`config.mk`:
```
export PLATFORM = sky130hd
export DESIGN_NAME = pipe_skid_buffer
export DESIGN_NICKNAME = d
export VERILOG_FILES = /design/src/rtl/pipe_pkg.sv /design/src/rtl/pipe_data_reg.sv /design/src/rtl/pipe_skid_buffer.sv
export SDC_FILE = /design/constraint.sdc
export NUM_CORES = 1
export LEC_CHECK = 0
export ABC_AREA = 1
export CAP_MARGIN = 5
export CORE_MARGIN = 4
export CORE_UTILIZATION = 56
export CTS_BUF_LIST = sky130_fd_sc_hd__clkbuf_4
export DETAILED_ROUTE_END_ITERATION = 8
export GPL_ROUTABILITY_DRIVEN = 0
export PLACE_DENSITY = 0.93
export SYNTH_ARGS = -nofsm -noshare
export SYNTH_HDL_FRONTEND = slang
export SYNTH_SLANG_ARGS = --single-unit
```
`constraint.sdc`:
```
create_clock -name clk -period 1.9 [get_ports clk]
set_input_delay 0.57 -clock clk [delete_from_list [all_inputs] [get_ports clk]]
set_output_delay 0.57 -clock clk [all_outputs]
set_load 0.01 [all_outputs]
```
`src/rtl/pipe_pkg.sv`:
```
// Shared types and defaults for the elastic pipeline skid buffer.
// Pulled in by the buffer top and by anything that needs its state encoding.
package pipe_pkg;

   typedef enum logic [1:0] {
      EMPTY = 2'd0,
      ONE   = 2'd1,
      TWO   = 2'd2
   } skid_state_t;

   localparam int PIPE_WIDTH_DEFAULT = 32;

endpackage

```
`src/rtl/pipe_data_reg.sv`:
```
// WIDTH-bit payload register with load enable and synchronous active-low clear.
// Zero latency: the new value is visible after the loading edge; clear beats load.
module pipe_data_reg #(
   parameter int WIDTH = 32
) (
   input  logic             clk,
   input  logic             i_clr_n,
   input  logic             i_ld,
   input  logic [WIDTH-1:0] i_d,
   output logic [WIDTH-1:0] o_q
);

   logic [WIDTH-1:0] r_q;

   always_ff @(posedge clk) begin
      if (!i_clr_n) begin
         r_q <= '0;
      end else if (i_ld) begin
         r_q <= i_d;
      end
   end

   assign o_q = r_q;

endmodule

```
`src/rtl/pipe_skid_buffer.sv`:
```
// Two-entry elastic stage: accepted word shows on out_* after one edge; full throughput.
// in_ready is a flop (low only while skid holds a word), so downstream stalls never reach upstream combinationally.
module pipe_skid_buffer
   import pipe_pkg::*;
#(
   parameter int WIDTH = PIPE_WIDTH_DEFAULT
) (
   input  logic             clk,
   input  logic             reset,
   input  logic             flush,
   input  logic             in_valid,
   output logic             in_ready,
   input  logic [WIDTH-1:0] in_data,
   output logic             out_valid,
   input  logic             out_ready,
   output logic [WIDTH-1:0] out_data
);

   skid_state_t      r_state;
   skid_state_t      w_state_nxt;
   logic             r_in_ready;
   logic             r_out_valid;
   logic             w_in_xfer;
   logic             w_out_xfer;
   logic             w_main_ld;
   logic             w_main_from_skid;
   logic             w_skid_ld;
   logic [WIDTH-1:0] w_main_d;
   logic [WIDTH-1:0] w_main_q;
   logic [WIDTH-1:0] w_skid_q;

   assign w_in_xfer  = in_valid && r_in_ready;
   assign w_out_xfer = r_out_valid && out_ready;

   always_comb begin
      w_state_nxt      = r_state;
      w_main_ld        = 1'b0;
      w_main_from_skid = 1'b0;
      w_skid_ld        = 1'b0;
      if (flush) begin
         // Flush drops everything, including a word handshaked on this same edge.
         w_state_nxt = EMPTY;
      end else begin
         unique case (r_state)
            EMPTY: begin
               if (w_in_xfer) begin
                  w_main_ld   = 1'b1;
                  w_state_nxt = ONE;
               end
            end
            ONE: begin
               if (w_in_xfer && w_out_xfer) begin
                  w_main_ld = 1'b1;
               end else if (w_in_xfer) begin
                  w_skid_ld   = 1'b1;
                  w_state_nxt = TWO;
               end else if (w_out_xfer) begin
                  w_state_nxt = EMPTY;
               end
            end
            TWO: begin
               if (w_out_xfer) begin
                  w_main_ld        = 1'b1;
                  w_main_from_skid = 1'b1;
                  w_state_nxt      = ONE;
               end
            end
            default: begin
               w_state_nxt = EMPTY;
            end
         endcase
      end
   end

   always_ff @(posedge clk) begin
      if (!reset) begin
         r_state     <= EMPTY;
         r_in_ready  <= 1'b1;
         r_out_valid <= 1'b0;
      end else begin
         r_state     <= w_state_nxt;
         r_in_ready  <= (w_state_nxt != TWO);
         r_out_valid <= (w_state_nxt != EMPTY);
      end
   end

   assign w_main_d = w_main_from_skid ? w_skid_q : in_data;

   pipe_data_reg #(.WIDTH(WIDTH)) u_main (
      .clk     (clk),
      .i_clr_n (reset),
      .i_ld    (w_main_ld),
      .i_d     (w_main_d),
      .o_q     (w_main_q)
   );

   pipe_data_reg #(.WIDTH(WIDTH)) u_skid (
      .clk     (clk),
      .i_clr_n (reset),
      .i_ld    (w_skid_ld),
      .i_d     (in_data),
      .o_q     (w_skid_q)
   );

   assign in_ready  = r_in_ready;
   assign out_valid = r_out_valid;
   assign out_data  = w_main_q;

endmodule

```
Word level (Yosys, flattened, before mapping)
Index checks and enable logic that the tools add are counted.

Register bits: 68. Word-level logic and storage cells: 31.

Equality and inequality tests: 3. Mux-type cells: 18. Reductions and logical operators: 5.

Operators by type and width (number): $mux 32 (1); $mux 2 (6); $mux 1 (9); $pmux 2 s3 (1); $logic_and 1x1->1 (3); $pmux 1 s3 (1); $eq 2x1->1 const B (1); $eq 2x2->1 const B (1); $logic_not 2->1 (1); $ne 2x2->1 const B (1); $reduce_bool 2->1 (1).

Longest topological paths before layout
Depth after elaboration: 7. Mapped depth: 9. Gate-level depth less buffers: 8.

Modules after synthesis
From an unflattened synthesis, not the netlist that was laid out.

Cell total of the unflattened synthesis: 539. Area total of the unflattened synthesis: 3463.3 um^2.

Modules (own cells, without submodules): pipe_data_reg (times used 2, cells each 202, area each 1335.0 um^2, sequential area each 640.6 um^2); pipe_skid_buffer (times used 1, cells each 135, area each 793.3 um^2, sequential area each 80.1 um^2).

Worst setup path before layout
No wires, ideal clock.

Path kind: input to register. From: in out_ready. To: reg u_main.r_q[0], in the netlist u_main.o_q[0]. Arrival: 1.347 ns. Data required time: 1.789 ns. Path slack: 0.441 ns. Stages on the path: 8. Buffers on the path: 1. Cells stage by stage: nand2_1 -> nand2_1 -> inv_1 -> nor2_4 -> buf_2 -> nand3_1 -> nor2_1 -> nor2_1.

Word-level cells in the longest chain between the ends: 5. Elaborated cells on any way between the ends: 9. Those cells by class: 7 x mux; 2 x reduce/logical.

RTL lines: start: declaration (RTL line pipe_skid_buffer.sv:15) `input logic out_ready,`; $logic_and 1x1->1 * (RTL line pipe_skid_buffer.sv:33) `assign w_out_xfer = r_out_valid && out_ready;`; $logic_and 1x1->1 / $mux 1 (equally long branches) (RTL line pipe_skid_buffer.sv:52, pipe_skid_buffer.sv:62); $mux 1, on equally long branches (RTL line pipe_skid_buffer.sv:52, pipe_skid_buffer.sv:44); $pmux 1 s3 / $mux 1 (equally long branches) (RTL line pipe_skid_buffer.sv:44, pipe_skid_buffer.sv:40); $mux 1 / $mux 32 (equally long branches) (RTL line pipe_skid_buffer.sv:40, pipe_skid_buffer.sv:87); end signal: assignment (RTL line pipe_data_reg.sv:19) `r_q <= i_d;`; end: declaration (RTL line pipe_data_reg.sv:13) `logic [WIDTH-1:0] r_q;`.

Mark *: on every way between the ends. The rest lies on a longest branch, timed or not. A chain may end at the register's enable or synchronous reset.

Worst setup path in the final report
From: reg u_main.r_q[24], in the netlist u_main.o_q[24]. To: out out_data[24].

RTL lines: end: declaration (RTL line pipe_skid_buffer.sv:16) `output logic [WIDTH-1:0] out_data`.

No word-level cell between the ends.

==> impl_results.md <==
* Routed wl met3 at 420 um
* GRT Total Usage at 23.7%
* CP Class: reg2out
* LEAKAGE at 2.26 nW
* CTS tree: yes
* Worst setup EP type: output port
* Total gr overflow at 0
* Pin count of the biggest net entering global routing at 67
* Buf/Inv on CP at 1
* Post-layout minimum cycle time at 1850 ps
* Clock share of power at 33.9%
* Final wirelength at 7980 um
* Routed vias at 3250
* Synth warnings at 0
* Global-route wire length before repair at 13800 um
* Max Freq at 0.540 GHz
* Synthesized Nets at 546
* H-tree depth at 3
* Post-synth cell types at 18
* Actual slew at the worst max-slew pin at 348 ps
* Gate Count Post-Synth at 509
* Fillers at 415
* Clk_lat worst skew at 410 ps
* Sw Share at 26.4%
* CP arrival at 1280 ps
* Combinational power share at 17.1%
* # rows at 27
* Starting Density at 57.9%
* Total CTS buffers at 9
* Max rail drop VDD at 0.000558 V
* Die area at 7010 um^2
* CP startpoint kind: register
* Top routing layer in use: met4
* Die Wd at 83.7 um
* Setup violations, final at 0
* Final WS setup at 48.5 ps
* CP Max Fanout at 2
* Die height at 83.7 um
* Switching Power at 826 uW
* Reg clk slew, reported paths at 120 ps
* Via density at 4.97
* Syn-to-layout area delta at 33.2%
* Fin crit share at 97.4%
* Met1 WL at 3190 um
* Final Skew at 8.02 ps
* # clock sinks at 68
* Port buffer count at 70
* Pre-CTS WS at -236 ps
* Post-DP HPWL at 5290 um
* Pins Over Slew Limit at 0
* Vias in the first global route at 3076
* Launch point of the critical path: u_main.o_q[24]$_SDFFE_PN0P_
* Crit-path leading delay family: buffers and inverters
* HP Start: u_skid.o_q[17]$_SDFFE_PN0P_
* I/O Pins at 71
* Sequential share of power at 49.1%
* Clk buf depth at 2
* Reg-to-reg startpoint: r_state[1]$_SDFF_PN0_
* Wirelength per Cell at 12.2 um
* Max-cap violations at 0
* Max-slew headroom at 76.8%
* Placed inst area at 4070 um^2
* Sequential share of the synthesized area at 42.4%
* Post-Syn Area at 3210 um^2
* DR pass1 iterations at 5
* CP peak stage delay at 530 ps
* Initial DRC Count at 234
* Syn avg cell area at 6.31 um^2
* Pwr Total at 3.12 mW
* Share of layout cells above drive strength 1 at 6.87%
* Cell-by-cell trace of the critical path: clkdlybuf4s50_1
* CP max-delay cell: clkdlybuf4s50_1
* Initial antenna violation count at 0
* Crit path required time at 1330 ps
* Final nets at 614
* Status: finished clean
* Yosys reg bits at 68
* Power per cell area at 731 nW/um^2
* Antenna-violating nets left at 0
* Worst hold path class: reg2reg
* Fin area at 4280 um^2
* Root Driver: clkbuf_4
* Drt drc at 0
* Core area at 5540 um^2
* Internal power at 2.30 mW
* Met2 WL at 4210 um
* Diodes inserted at 0
* Post-CTS Setup Inserts at 0
* RSZ-0062 raised after global routing: no
* Final Hold Vio Count at 0
synth_stat cells:
master / number / area share, %
clkbuf_1: 8 / 0.94
nand3_1: 34 / 5.3
nor2_1: 163 / 19
a21oi_1: 1 / 0.16
inv_2: 2 / 0.23
buf_2: 14 / 2.2
o211ai_1: 1 / 0.23
buf_6: 6 / 2.1
xnor2_1: 1 / 0.27
inv_1: 70 / 8.2
nand2_1: 100 / 12
dfxtp_1: 68 / 42
nor2_4: 2 / 0.70
nand2_2: 3 / 0.58
nand2_4: 1 / 0.35
o21ai_0: 14 / 2.2
nand3_2: 1 / 0.31
o21ai_1: 20 / 3.1
what timing repair did:
action / 4_1_cts / 5_1_grt
gates resized for setup: 4 / 24
hold buffers: 0 / 0
setup endpoints to repair: 4 / 24
routing by layer:
layer  vias to the layer above  global-route usage [%]
li1                       1656                       -
met1                      1469                    26.8
met2                       106                    43.0
met3                        19                    5.73
met4                         0                    8.19
met5                         -                       0
registers in the layout, indices dropped and copies added (netlist names):
name,flops
r_state,2
in_ready,1
out_valid,1
u_skid.o_q,32
u_main.o_q,32
area by class of cell:
cell class	count	area, um^2	share of cell area [%]
Clock buffer	10	75.1	1.76
Clock inverter	6	78.8	1.84
Inverter	72	270	6.32
Multi-Input combinational cell	341	1410	33.0
Sequential cell	68	1360	31.8
Tap cell	72	90.1	2.11
Timing Repair Buffer	85	988	23.1
logic make-up (layout without fill, tap and decap cells):
family                    count (synthesis)  count (layout)  share of synthesized area (%)
AOI/OAI and AO/OA                        36              36                           5.69
xor gates and xnor gates                  1               1                          0.273
buffers and inverters                   100             173                           13.6
DFF                                      68              68                           42.4
and+or+nand+nor                         304             304                           38.0
power by group through the flow:
stage | logic [mW] | registers, mW | clock network, mW
floorplan | 0.252 | 1.59 | 0
global placement | 0.521 | 1.56 | 0
detailed placement | 0.540 | 1.57 | 0
CTS | 0.541 | 1.53 | 1.06
global route | 0.597 | 1.54 | 1.13
finish | 0.533 | 1.53 | 1.06
cell usage in the layout (no fill, tap or decap), types with 5 or more instances in the layout:
master | Yosys | routed
buf_4 | 0 | 5
inv_1 | 70 | 70
clkbuf_4 | 0 | 10
nand2_1 | 100 | 100
o21ai_1 | 20 | 20
dlymetal6s2s_1 | 0 | 24
o21ai_0 | 14 | 14
dfxtp_1 | 68 | 68
nor2_1 | 163 | 163
clkdlybuf4s50_1 | 0 | 41
nand3_1 | 34 | 34
buf_12 | 0 | 10
final timing paths:
kind / slack (ps) / cells after the start / end
worst max-delay path: 50 / 1 / out_data[24]
worst min-delay path: 490 / 2 / u_skid.o_q[17]$_SDFFE_PN0P_
worst max register to register: 430 / 8 / u_main.o_q[6]$_SDFFE_PN0P_
worst min register to register: 490 / 2 / u_skid.o_q[17]$_SDFFE_PN0P_
per-stage QoR:
step                util (%)  instances  TNS (ps)  hold slack, ps
floorplan                  -        509         0             454
global placement        73.4        638     -4680             462
detailed placement      73.4        638     -7060             471
CTS                     76.1        654         0             495
global route            77.2        654         0             510
finish                  77.2        654         0             492
Power figures use the tool's default switching activity.
==> RTL edit (same flow settings) <==
Re-encode `skid_state_t` (3 states) as one-hot, 3 bits wide.
--- a/src/rtl/pipe_pkg.sv
+++ b/src/rtl/pipe_pkg.sv
@@ -2,10 +2,10 @@
 // Pulled in by the buffer top and by anything that needs its state encoding.
 package pipe_pkg;
 
-   typedef enum logic [1:0] {
-      EMPTY = 2'd0,
-      ONE   = 2'd1,
-      TWO   = 2'd2
+   typedef enum logic [2:0] {
+      EMPTY = 3'b001,
+      ONE   = 3'b010,
+      TWO   = 3'b100
    } skid_state_t;
 
    localparam int PIPE_WIDTH_DEFAULT = 32;
Behaviour: same outputs for any inputs over 10 cycles, from zero or initial values and one cycle with reset low; not proved beyond that.
==> RTL edit against the original RTL <==
  * Sequential share of layout area up 2.5 points
  * Maximum frequency down 0.50%
  * Cell area down 6.0%
  * Via count down 11%
  * Sequential cell count up 1
  * Wire length down 14%
  * Setup slack worse by 9.3 ps
  * Critical path depth unchanged
  * Total power down 12%
  * Synthesized area down 3.9%
  * Combinational power down 14%
  * Sequential power about the same
  * Largest power group unchanged
==> RTL edit: results <==
metrics = {
    "yosys": {
        "ys_seq_area_share_pct": 44.8,
        "synth_common_cells": "nand2_1, dfxtp_1, inv_1",
        "synth_compound_area_share_pct": 16.6,
        "synthFlopType": "dfxtp_1",
        "synth_xor_area_share_pct": 0,
        "synth_nets": 486,
        "synth.area.mux_share_pct": 0,
        "synthTopCellsByArea": "dfxtp_1, nand2_1, o21ai_0",
        "syn_avg_cell_area_um2": 6.87,
        "ys_types": 20,
        "ys_async_sr_fraction_pct": 0,
        "yosys.area_share.adder_pct": 0,
    },
    "sta": {
        "holdWs_ps": 454,
        "skew_ps": 10.0,
        "relSlewSlack_pct": 82.3,
    },
    "worst_setup_path": {
        "rr_endpoint": "u_main.o_q[17]$_SDFFE_PN0P_",
        "worstSetupEndpoint": "out_data[17]",
        "crit_path_max_incr_delay_ps": 550,
        "startpoint": "u_main.o_q[17]$_SDFFE_PN0P_",
        "critPathSlowestCell": "clkdlybuf4s50_1",
        "worstPathArrival_ps": 1290,
        "r2r-start": "r_state[2]$_SDFF_PN0_",
        "crit_family": "buffers and inverters",
        "path_max_fanout": 2,
        "r2r_setup_slack_ps": 500,
    },
    "placed_design": {
        "dp.cells": 575,
        "dpl.hpwl_um": 4870,
        "placed_area_um2": 3880,
        "port-buffer-count": 70,
    },
    "routing": {
        "dr.pass1.iters": 4,
        "vias": 2906,
        "drt_wl_total_um": 6860,
        "drt_iter0_markers": 188,
    },
    "grt": {
        "grt_max_degree": 49,
        "grt_pass1_vias": 2765,
        "grt_antenna_before_repair": 0,
        "grt_pass1_wl_um": 11400,
        "grt_usage_pct": 21.9,
    },
    "worst_hold_path": {
        "hold_depth": 2,
        "hold_end": "u_skid.o_q[7]$_SDFFE_PN0P_",
        "hp-class": "reg2reg",
        "worstHoldStart": "u_skid.o_q[7]$_SDFFE_PN0P_",
    },
    "clock_tree": {
        "cts_buffers": 9,
        "post-cts-setup-buffer-count": 0,
        "cts_buffer_depth": 2,
        "path_clk_slew_ps": 100,
        "clkLatencyLatePin_ps": 390,
        "h-tree-depth": 3,
    },
    "finish": {
        "stdcell_count": 590,
        "drive_gt1_share_pct": 8.65,
        "num-fill-cells": 388,
        "nNetsFinal": 553,
    },
    "power": {
        "irDropWorstVdd_mv": 0.431,
        "p_sw_mw": 0.717,
        "power.leakage_nw": 2.04,
    },
    "status": {
        "run_status": "finished, final reports clean",
    },
}
## RTL edit: cell types whose count changed after synthesis, sizes merged, moves of 3 or more
cell    change
nor2       -96
o21ai      +34
a21oi      +32
nand3      -29
buf         -9
clkbuf      +6
nand4       +3
## RTL edit: kinds of logic after synthesis
group                  count (synthesis)
DFF                                   69
AOI/OAI and AO/OA                    102
and+or+nand+nor                      182
buffers and inverters                 96
## RTL edit: metal layers
layer | track usage [%] | share of wire [%]
met5 | 0 | 0
met4 | 11.6 | 2.2
met3 | 3.47 | 4.2
met2 | 40.3 | 52
met1 | 23.9 | 41
## RTL edit: stage by stage
step                      util (%)  TNS [ps]  setup slack (ps)
after global placement        74.1     -2250             -74.2
after detailed placement      74.1     -4040              -123
final                         76.7         0              39.2
after floorplan                  -         0               420
after global routing          76.7         0            0.0461
after CTS                     75.9         0              2.13
## RTL edit: layout make-up
type                       count  area (um2)  area share [%]
sequential                    69        1380            34.4
multi-input combinational    284        1290            32.1
timing repair buffer          81         895            22.3
clock buffer                  11        82.6            2.05
clock inverter                 4        16.3           0.405
tap                           70        87.6            2.18
inverter                      71         267            6.63
## RTL edit: power by group through the flow
stage,logic [mW],registers [mW],clock network (mW)
6_report,0.460,1.53,0.742
3_3_place_gp,0.452,1.57,0
5_1_grt,0.516,1.54,0.818
3_5_place_dp,0.467,1.57,0
2_1_floorplan,0.218,1.59,0
4_1_cts,0.470,1.53,0.764
## RTL edit: what timing repair did
action	4_1_cts	5_1_grt
resized for setup	1	17
setup endpoints to repair	1	17
hold buffers	0	0
